--- config.mk ---
export PLATFORM = sky130hd
export DESIGN_NAME = line_drawer
export DESIGN_NICKNAME = d
export VERILOG_FILES = /design/src/rtl/line_drawer_pkg.sv /design/src/rtl/raster_scan.sv /design/src/rtl/line_drawer.sv
export SDC_FILE = /design/constraint.sdc
export NUM_CORES = 1
export LEC_CHECK = 0
export CAP_MARGIN = 20
export CORE_MARGIN = 3
export CORE_UTILIZATION = 55
export CTS_CLUSTER_DIAMETER = 100
export CTS_CLUSTER_SIZE = 40
export DETAILED_ROUTE_END_ITERATION = 8
export HOLD_SLACK_MARGIN = 0.08
export PLACE_DENSITY_LB_ADDON = 0.2
export REMOVE_ABC_BUFFERS = 1
export SYNTH_ARGS = -nofsm -noshare
export SYNTH_HDL_FRONTEND = slang
export SYNTH_SLANG_ARGS = --single-unit
--- constraint.sdc ---
create_clock -name clk50 -period 5.9 [get_ports clk50]
set_input_delay 0.885 -clock clk50 [delete_from_list [all_inputs] [get_ports clk50]]
set_output_delay 0.885 -clock clk50 [all_outputs]
set_load 0.05 [all_outputs]
--- src/rtl/line_drawer_pkg.sv ---
// Shared types and constants for the line/fill pixel writer.
// Screen geometry defaults match the 640x480 framebuffer.
package line_drawer_pkg;

    typedef enum logic [2:0] {
        IDLE,
        INIT,
        DRAW,
        CLEAR,
        FIN
    } state_t;

    localparam int COORD_W = 11;
    localparam int XMAX    = 640;
    localparam int YMAX    = 480;

    // Two extra bits keep 2*err and err+dx/dy in range for any endpoints.
    function automatic int err_width(input int w);
        return w + 2;
    endfunction

    localparam int ERR_W = err_width(COORD_W);

endpackage

--- src/rtl/raster_scan.sv ---
// Wrap-around x/y raster counter, x fastest, used for full-screen fill.
// nx/ny present the successor of the current position.
module raster_scan #(
    parameter int WIDTH = 11,
    parameter int XMAX  = 640,
    parameter int YMAX  = 480
) (
    input  logic             clk50,
    input  logic             reset,
    input  logic             init,
    input  logic             en,
    output logic [WIDTH-1:0] nx,
    output logic [WIDTH-1:0] ny,
    output logic             last
);

    localparam logic [WIDTH-1:0] XL = WIDTH'(XMAX - 1);
    localparam logic [WIDTH-1:0] YL = WIDTH'(YMAX - 1);

    logic [WIDTH-1:0] xq;
    logic [WIDTH-1:0] yq;
    logic             x_end;
    logic             y_end;

    assign x_end = (xq == XL);
    assign y_end = (yq == YL);
    assign last  = x_end && y_end;

    always_comb begin
        nx = x_end ? '0 : xq + WIDTH'(1);
        ny = yq;
        if (x_end) begin
            ny = y_end ? '0 : yq + WIDTH'(1);
        end
    end

    always_ff @(posedge clk50) begin
        if (reset || init) begin
            xq <= '0;
            yq <= '0;
        end else if (en) begin
            xq <= nx;
            yq <= ny;
        end
    end

endmodule

--- src/rtl/line_drawer.sv ---
// Pixel writer: Bresenham line or full-screen fill into the
// framebuffer write port, at most one write per clk50 cycle.
module line_drawer #(
    parameter int WIDTH = line_drawer_pkg::COORD_W,
    parameter int XMAX  = line_drawer_pkg::XMAX,
    parameter int YMAX  = line_drawer_pkg::YMAX
) (
    input  logic             clk50,
    input  logic             reset,
    input  logic             start,
    input  logic             clear,
    input  logic [WIDTH-1:0] x0,
    input  logic [WIDTH-1:0] y0,
    input  logic [WIDTH-1:0] x1,
    input  logic [WIDTH-1:0] y1,
    input  logic             color,
    output logic             busy,
    output logic             done,
    output logic [WIDTH-1:0] x,
    output logic [WIDTH-1:0] y,
    output logic             pixel_color,
    output logic             pixel_write
);

    import line_drawer_pkg::*;

    localparam int EW = err_width(WIDTH);
    localparam logic [WIDTH-1:0] XLIM = WIDTH'(XMAX);
    localparam logic [WIDTH-1:0] YLIM = WIDTH'(YMAX);

    state_t state_q, state_d;

    logic [WIDTH-1:0] x0r, y0r, x1r, y1r;
    logic [WIDTH-1:0] cx, cy, cx_n, cy_n;
    logic [WIDTH-1:0] scan_nx, scan_ny;
    logic             colr, scan_last;
    logic             xinc, yinc, at_end, step_x, step_y;
    logic             go_clear, go_line, in_init, draw_step, clear_step;
    logic signed [EW-1:0] sx0, sy0, sx1, sy1;
    logic signed [EW-1:0] dx, dy, err, e2, err_n;

    function automatic logic on_screen(input logic [WIDTH-1:0] px,
                                       input logic [WIDTH-1:0] py);
        return (px < XLIM) && (py < YLIM);
    endfunction

    assign go_clear   = (state_q == IDLE) && clear;
    assign go_line    = (state_q == IDLE) && start && !clear;
    assign in_init    = (state_q == INIT);
    assign at_end     = (cx == x1r) && (cy == y1r);
    assign draw_step  = (state_q == DRAW) && !at_end;
    assign clear_step = (state_q == CLEAR) && !scan_last;

    // Endpoints are latched, so these stay constant for the whole line.
    assign sx0  = $signed({2'b00, x0r});
    assign sy0  = $signed({2'b00, y0r});
    assign sx1  = $signed({2'b00, x1r});
    assign sy1  = $signed({2'b00, y1r});
    assign xinc = (x0r < x1r);
    assign yinc = (y0r < y1r);
    assign dx   = (sx1 > sx0) ? sx1 - sx0 : sx0 - sx1;
    assign dy   = (sy1 > sy0) ? sy0 - sy1 : sy1 - sy0;

    always_comb begin
        e2     = err + err;
        step_x = (e2 >= dy);
        step_y = (e2 <= dx);
        err_n  = err;
        cx_n   = cx;
        cy_n   = cy;
        if (step_x) begin
            err_n = err_n + dy;
            cx_n  = xinc ? cx + WIDTH'(1) : cx - WIDTH'(1);
        end
        if (step_y) begin
            err_n = err_n + dx;
            cy_n  = yinc ? cy + WIDTH'(1) : cy - WIDTH'(1);
        end
    end

    raster_scan #(
        .WIDTH (WIDTH),
        .XMAX  (XMAX),
        .YMAX  (YMAX)
    ) u_scan (
        .clk50 (clk50),
        .reset (reset),
        .init  (go_clear),
        .en    (clear_step),
        .nx    (scan_nx),
        .ny    (scan_ny),
        .last  (scan_last)
    );

    always_ff @(posedge clk50) begin
        if (reset) begin
            state_q <= IDLE;
        end else begin
            state_q <= state_d;
        end
    end

    always_comb begin
        state_d = state_q;
        unique case (state_q)
            IDLE: begin
                if (clear) begin
                    state_d = CLEAR;
                end else if (start) begin
                    state_d = INIT;
                end
            end
            INIT:    state_d = DRAW;
            DRAW:    if (at_end) state_d = FIN;
            CLEAR:   if (scan_last) state_d = FIN;
            FIN:     state_d = IDLE;
            default: state_d = IDLE;
        endcase
    end

    always_comb begin
        busy = (state_q != IDLE);
        done = (state_q == FIN);
    end

    always_ff @(posedge clk50) begin
        if (reset) begin
            x0r         <= '0;
            y0r         <= '0;
            x1r         <= '0;
            y1r         <= '0;
            colr        <= 1'b0;
            cx          <= '0;
            cy          <= '0;
            err         <= '0;
            x           <= '0;
            y           <= '0;
            pixel_color <= 1'b0;
            pixel_write <= 1'b0;
        end else begin
            pixel_write <= 1'b0;
            unique case (1'b1)
                go_clear: begin
                    x           <= '0;
                    y           <= '0;
                    pixel_color <= color;
                    pixel_write <= 1'b1;
                end
                go_line: begin
                    x0r  <= x0;
                    y0r  <= y0;
                    x1r  <= x1;
                    y1r  <= y1;
                    colr <= color;
                end
                in_init: begin
                    err         <= dx + dy;
                    cx          <= x0r;
                    cy          <= y0r;
                    x           <= x0r;
                    y           <= y0r;
                    pixel_color <= colr;
                    pixel_write <= on_screen(x0r, y0r);
                end
                draw_step: begin
                    err         <= err_n;
                    cx          <= cx_n;
                    cy          <= cy_n;
                    x           <= cx_n;
                    y           <= cy_n;
                    pixel_write <= on_screen(cx_n, cy_n);
                end
                clear_step: begin
                    x           <= scan_nx;
                    y           <= scan_ny;
                    pixel_write <= 1'b1;
                end
                default: ;
            endcase
        end
    end

endmodule

# Word-level counts from Yosys, hierarchy flattened
# Index checks and enable logic that the tools add are counted.
dict set report word_totals {
  wordCells 93
  in_bits 49
  output_inout_bits 26
  reg_bits 129
}
dict set report classes {
  reduce_logical 20
  n_eq_ne 11
  n_mux 23
  magnitude_cmp 10
  n_addsub 14
}
# op count
set ops {}
lappend ops {{$pmux 11 s4} 2}
lappend ops {{$mux 11} 7}
lappend ops {{$add 13x13->13} 4}
lappend ops {{$mux 13} 4}
lappend ops {{$sub 11x11->12} 4}
lappend ops {{$add 11x1->11 const B} 4}
lappend ops {{$pmux 11 s2} 2}
lappend ops {{$pmux 13 s2} 1}
lappend ops {{$eq 11x11->1} 2}
lappend ops {{$gt 11x11->1} 2}
lappend ops {{$lt 11x10->1 const B} 2}
lappend ops {{$lt 11x11->1} 2}
lappend ops {{$lt 11x9->1 const B} 2}
lappend ops {{$sub 11x1->11 const B} 2}
lappend ops {{$ge 13x13->1} 1}
lappend ops {{$le 13x13->1} 1}
lappend ops {{$mux 3} 4}
lappend ops {{$pmux 3 s4} 1}
lappend ops {{$eq 11x10->1 const B} 1}
lappend ops {{$eq 11x9->1 const B} 1}
lappend ops {{$logic_and 1x1->1} 9}
lappend ops {{$eq 3x2->1 const B} 2}
lappend ops {{$ne 2x2->1 const B} 2}
lappend ops {{$reduce_bool 2->1} 2}
lappend ops {{other kinds (12)} 14}

# Longest topological paths before layout
dict set report depth {
  depth_word 7
  depth_mapped 32
  depth_no_buf 30
}

# By module
# A second synthesis with hierarchy kept.
dict set report hier_totals {
  hier_cells 1486
  hier_area_um2 11561.1
}
# module area_per_inst_um2 seq_area_each_um2 cells_per_inst instances
set modules_own_cells {}
lappend modules_own_cells {line_drawer 9995.8 2122.0 1276 1}
lappend modules_own_cells {raster_scan 1565.3 440.4 210 1}

# Worst setup path after synthesis
# OpenSTA, ideal clock, no wires.
dict set report synth_path {
  path_kind {register -> register}
  startpoint {reg y0r[0]}
  endpoint {reg err[10]}
  path_buffers 1
  period_less_slack_ns 6.102
  t_required_ns 5.778
  path_stages_with_launch 31
  setup_slack_ns -0.202
  setup_time_ns 0.122
  t_arrival_ns 5.980
  cell_sequence {dfxtp_1 > ha_1 > inv_1 > fa_1 > a21o_1 > a21oi_2 > nor2_1 > o31a_1 > buf_6 > mux2_4 > a221o_1 > a21boi_2 > o21ai_2 > xnor2_1 > ha_1 > o21ai_0 > nand2_1 > o21ai_0 > a21oi_2 > mux2_2 > ha_1 > fa_1 > a21o_1 > a21oi_1 > o21bai_1 > a21oi_1 > o21ai_0 > nand3_1 > a21oi_1 > o41a_1 > o311a_1}
}
dict set report synth_via {
  elab_chain_len 7
  elab_cells_between_ends 11
  classes_between {add/sub: 5; order compare: 2; mux: 4}
}
# item line_no
set synth_lines {}
lappend synth_lines {{start, declared} line_drawer.sv:33} ;# logic [WIDTH-1:0] x0r, y0r, x1r, y1r;
lappend synth_lines {{start signal, assigned} line_drawer.sv:151} ;# y0r <= y0;
lappend synth_lines {{$sub 11x11->12 or $gt 11x11->1 (tied branches)} line_drawer.sv:62} ;# assign dy = (sy1 > sy0) ? sy0 - sy1 : sy1 - sy0;
lappend synth_lines {{$mux 13 *} line_drawer.sv:62}
lappend synth_lines {{$add 13x13->13 or $ge 13x13->1 (tied branches)} {line_drawer.sv:72, line_drawer.sv:66}}
lappend synth_lines {{$mux 13} line_drawer.sv:71} ;# if (step_x) begin
lappend synth_lines {{$add 13x13->13} line_drawer.sv:76} ;# err_n = err_n + dx;
lappend synth_lines {{$mux 13} line_drawer.sv:75} ;# if (step_y) begin
lappend synth_lines {{$pmux 13 s2 *} line_drawer.sv:142} ;# unique case (1'b1)
lappend synth_lines {{end signal, assigned} line_drawer.sv:157} ;# err <= dx + dy;
lappend synth_lines {{end signal, assigned} line_drawer.sv:166} ;# err <= err_n;
lappend synth_lines {{end, declared} line_drawer.sv:40} ;# logic signed [EW-1:0] dx, dy, err, e2, err_n;
# Every way passes the cells marked *; elsewhere a longest branch is shown, timed or not.
# A chain may end at the register's enable or synchronous reset.

# Worst setup path after layout
dict set report layout_path {
  startpoint {reg y1r[0]}
  endpoint {reg err[11]}
}
dict set report layout_via {
  elab_chain_len 7
  elab_cells_between_ends 16
  classes_between {add/sub: 5; order compare: 2; eq/ne: 1; mux: 4; reduce/logical: 4}
}
# item line_no
set layout_lines {}
lappend layout_lines {{start, declared} line_drawer.sv:33}
lappend layout_lines {{start signal, assigned} line_drawer.sv:153} ;# y1r <= y1;
lappend layout_lines {{$sub 11x11->12 or $gt 11x11->1 (tied branches)} line_drawer.sv:62}
lappend layout_lines {{$mux 13} line_drawer.sv:62}
lappend layout_lines {{$add 13x13->13 or $ge 13x13->1 (tied branches)} {line_drawer.sv:72, line_drawer.sv:66}}
lappend layout_lines {{$mux 13} line_drawer.sv:71}
lappend layout_lines {{$add 13x13->13} line_drawer.sv:76}
lappend layout_lines {{$mux 13} line_drawer.sv:75}
lappend layout_lines {{$pmux 13 s2} line_drawer.sv:142}
# Parallel ways exist; a longest one is shown, timed or not.

==> metrics.txt <==
Final Cell Area=13200 µm²; vias=10.8k; most frequent cell after synthesis=nand2_1; Sequential Area=around 2600 µm²; die height=148 µm; syn_area_per_cell=7.68 µm²; post-DP HPWL=between 20000 and 25000 µm; largest net degree at the start of global routing=73; R2R Setup Slk=220 ps; Max stage delay on crit path=390 ps; layout cell share with drive strength beyond 1=12.1%; Global Route Usage Sum=29.9%; post-synth top area share=23.2%; clock buffer count from CTS=17; RSZ-0062 raised after global routing=yes; CP arrival=6010 ps; Distinct cells, synth=74; # DRC=0; Max FO, Critical Path=7; Final min period=around 5700 ps; Hold Path Class=flip-flop to flip-flop; Hold Path Stages=2; Core Area=between 15000 and 20000 µm²; Post-synth EDFFs=0; Critical path origin=y1r[0]; slew margin rel.=between 30% and 40%; Async S/R FF share, synth=0%; synth top area cells=dfxtp_1 (23%), ha_1 (14%), a21oi_1 (7.9%); worst r2r path cells=32; clock slew at reported path FFs=60 ps; Max Freq=176 MHz; CP Data Required Time=6220 ps; Final Slew Violations=0; clock latency on the worst-skew pair=430 ps; htree depth=4; Final Hold Vio Count=0; Die X=148 µm; drt total wl=roughly 33000 µm; Routed wire per std cell=~18 µm; hold slack=458 ps; Primary FF master, synth=dfxtp_1; num rows=51; global-route wire length before repair=roughly 53000 µm; io pins=75; initial core utilization=56.3%; status=finished clean; actual slew at the worst max-slew pin=929 ps; vias per inst=5.97; Worst Hold End=x[0]; post-synth design cell area=11000 µm²; nets=1709; Layout fillers=1685; initial antenna violation count=0; Antenna Nets Post-Route=0; count of final setup violators=0; hold_buf cts=0; Area Growth Syn to Fin=19.5%; RD Place Congestion=0.959; Max-Cap Viols=0; register area share after synthesis=23.2%; Initial DRC Count=1028; synthesized netlist cell count=1437; IO buf count=74; worst-case clock buffer depth=2; setup_tns=0 ps; root buffer cell=clkbuf_16; footprint of the multi-input gates=between 7000 and 8000 µm²; remaining global-route overflow=0; ant diodes=0; CP most frequent cell=o21ai_1; number of global-route vias before repair=10.3k; Total Die Area=21800 µm²; final period utilization=96.3%; YS warnings=0; Worst R2R End=err[11]; DP Area=between 10000 and 15000 µm²; Crit Path Category=flip-flop to flip-flop; CTS tree=yes; clk_skew=11.0 ps; slowest CP cell=a221o_1; Worst R2R Start=y1r[0]; Sink Count=128; cell taking the most area after synthesis=dfxtp_1; 1st-pass router iterations=6; crit end category=flip-flop; Worst setup SP type=flip-flop; number of synthesized register bits=approximately 130; min-delay src=x[0]; utilization after layout=between 60% and 70%; commonest cells in the netlist=nand2_1 (218), a21oi_1 (175), dfxtp_1 (128), ha_1 (121), inv_1 (98)
[per-stage QoR]
step | setup WS, ps | std cells
3_3_place_gp | -64.4 | 1768
5_1_grt | -36.9 | 1808
2_1_floorplan | -773 | 1363
4_1_cts | 4.02 | 1802
3_5_place_dp | -223 | 1768
6_report | 216 | 1808
[critical path: cells and delay by family, from the launching register on]
kind | cells | cell delay, ps
compound gates | 14 | 2430
fa+ha+maj | 4 | 1070
buf+inv | 5 | 550
xor+xnor | 3 | 450
mux | 2 | 450
simple gates | 4 | 330
flops | 1 | 320
[registers in the layout, summed over array words and instances (netlist names), 3 cells and up]
signal and count:
y0r 11, u_scan.yq 11, u_scan.xq 11, err 12
state_q 3, x0r 11, y 11, cy 11
x 11, cx 11, y1r 11, x1r 11
[cell usage in the layout, fill, tap and decap left out, drive strengths merged, types with 10 or more instances in the layout]
cell,Yosys,final
a21o,18,18
inv,98,99
xnor2,74,74
nand4,15,15
o21bai,11,11
nor3,30,30
and3,10,10
ha,121,121
mux2i,21,21
o21ai,64,64
a211oi,12,12
clkdlybuf4s50,0,73
clkbuf,57,20
or3,11,11
nor2,78,78
nand2,218,218
a31oi,14,14
nand3,34,34
mux2,25,25
nand2b,10,10
dfxtp,128,128
a222oi,19,19
o21a,14,14
xor2,48,48
buf,17,75
a21oi,178,178
[kinds of logic after synthesis]
group	synth area share, %
flops	23.2
xor+xnor	9.68
simple gates	17.9
compound gates	23.2
mux	4.49
buf+inv	6.16
fa+ha+maj	15.4
[what timing repair did]
action,4_1_cts,5_1_grt
gates resized for setup,13,33
pin swaps,4,15
hold endpoints to repair,0,0
setup endpoints to repair,3,7
setup buffers,2,5
[worst max-delay path by stage]
stage | endpoint | slack [ps]
global placement | err[10] | -60
floorplan | err[10] | -770
finish | err[11] | 220
global route | err[11] | -40
detailed placement | err[10] | -220
CTS | err[11] | 4
[routing by layer]
metal / track usage (%) / routed length (µm) / vias to the layer above / share of wire [%]
met3: 4.26 / 2140 / 62 / 6.5
met1: 41.0 / 14900 / 5047 / 46
met5: 0 / 0 / - / 0
li1: - / - / 5268 / -
met4: 10.6 / 978 / 0 / 3.0
met2: 48.2 / 14700 / 408 / 45
[area by class of cell]
cell class              instances  share of cell area, %
multi-input cells            1137                   60.6
inverters                      98                   2.79
clock buffers                  20                   3.46
clock inverters                12                   1.20
flip-flops and latches        128                   19.4
repair buffers                148                   9.96
well taps                     265                   2.51
Power is not shown: default switching activity piles up to over one toggle a cycle in this logic, so the estimate is an artifact.
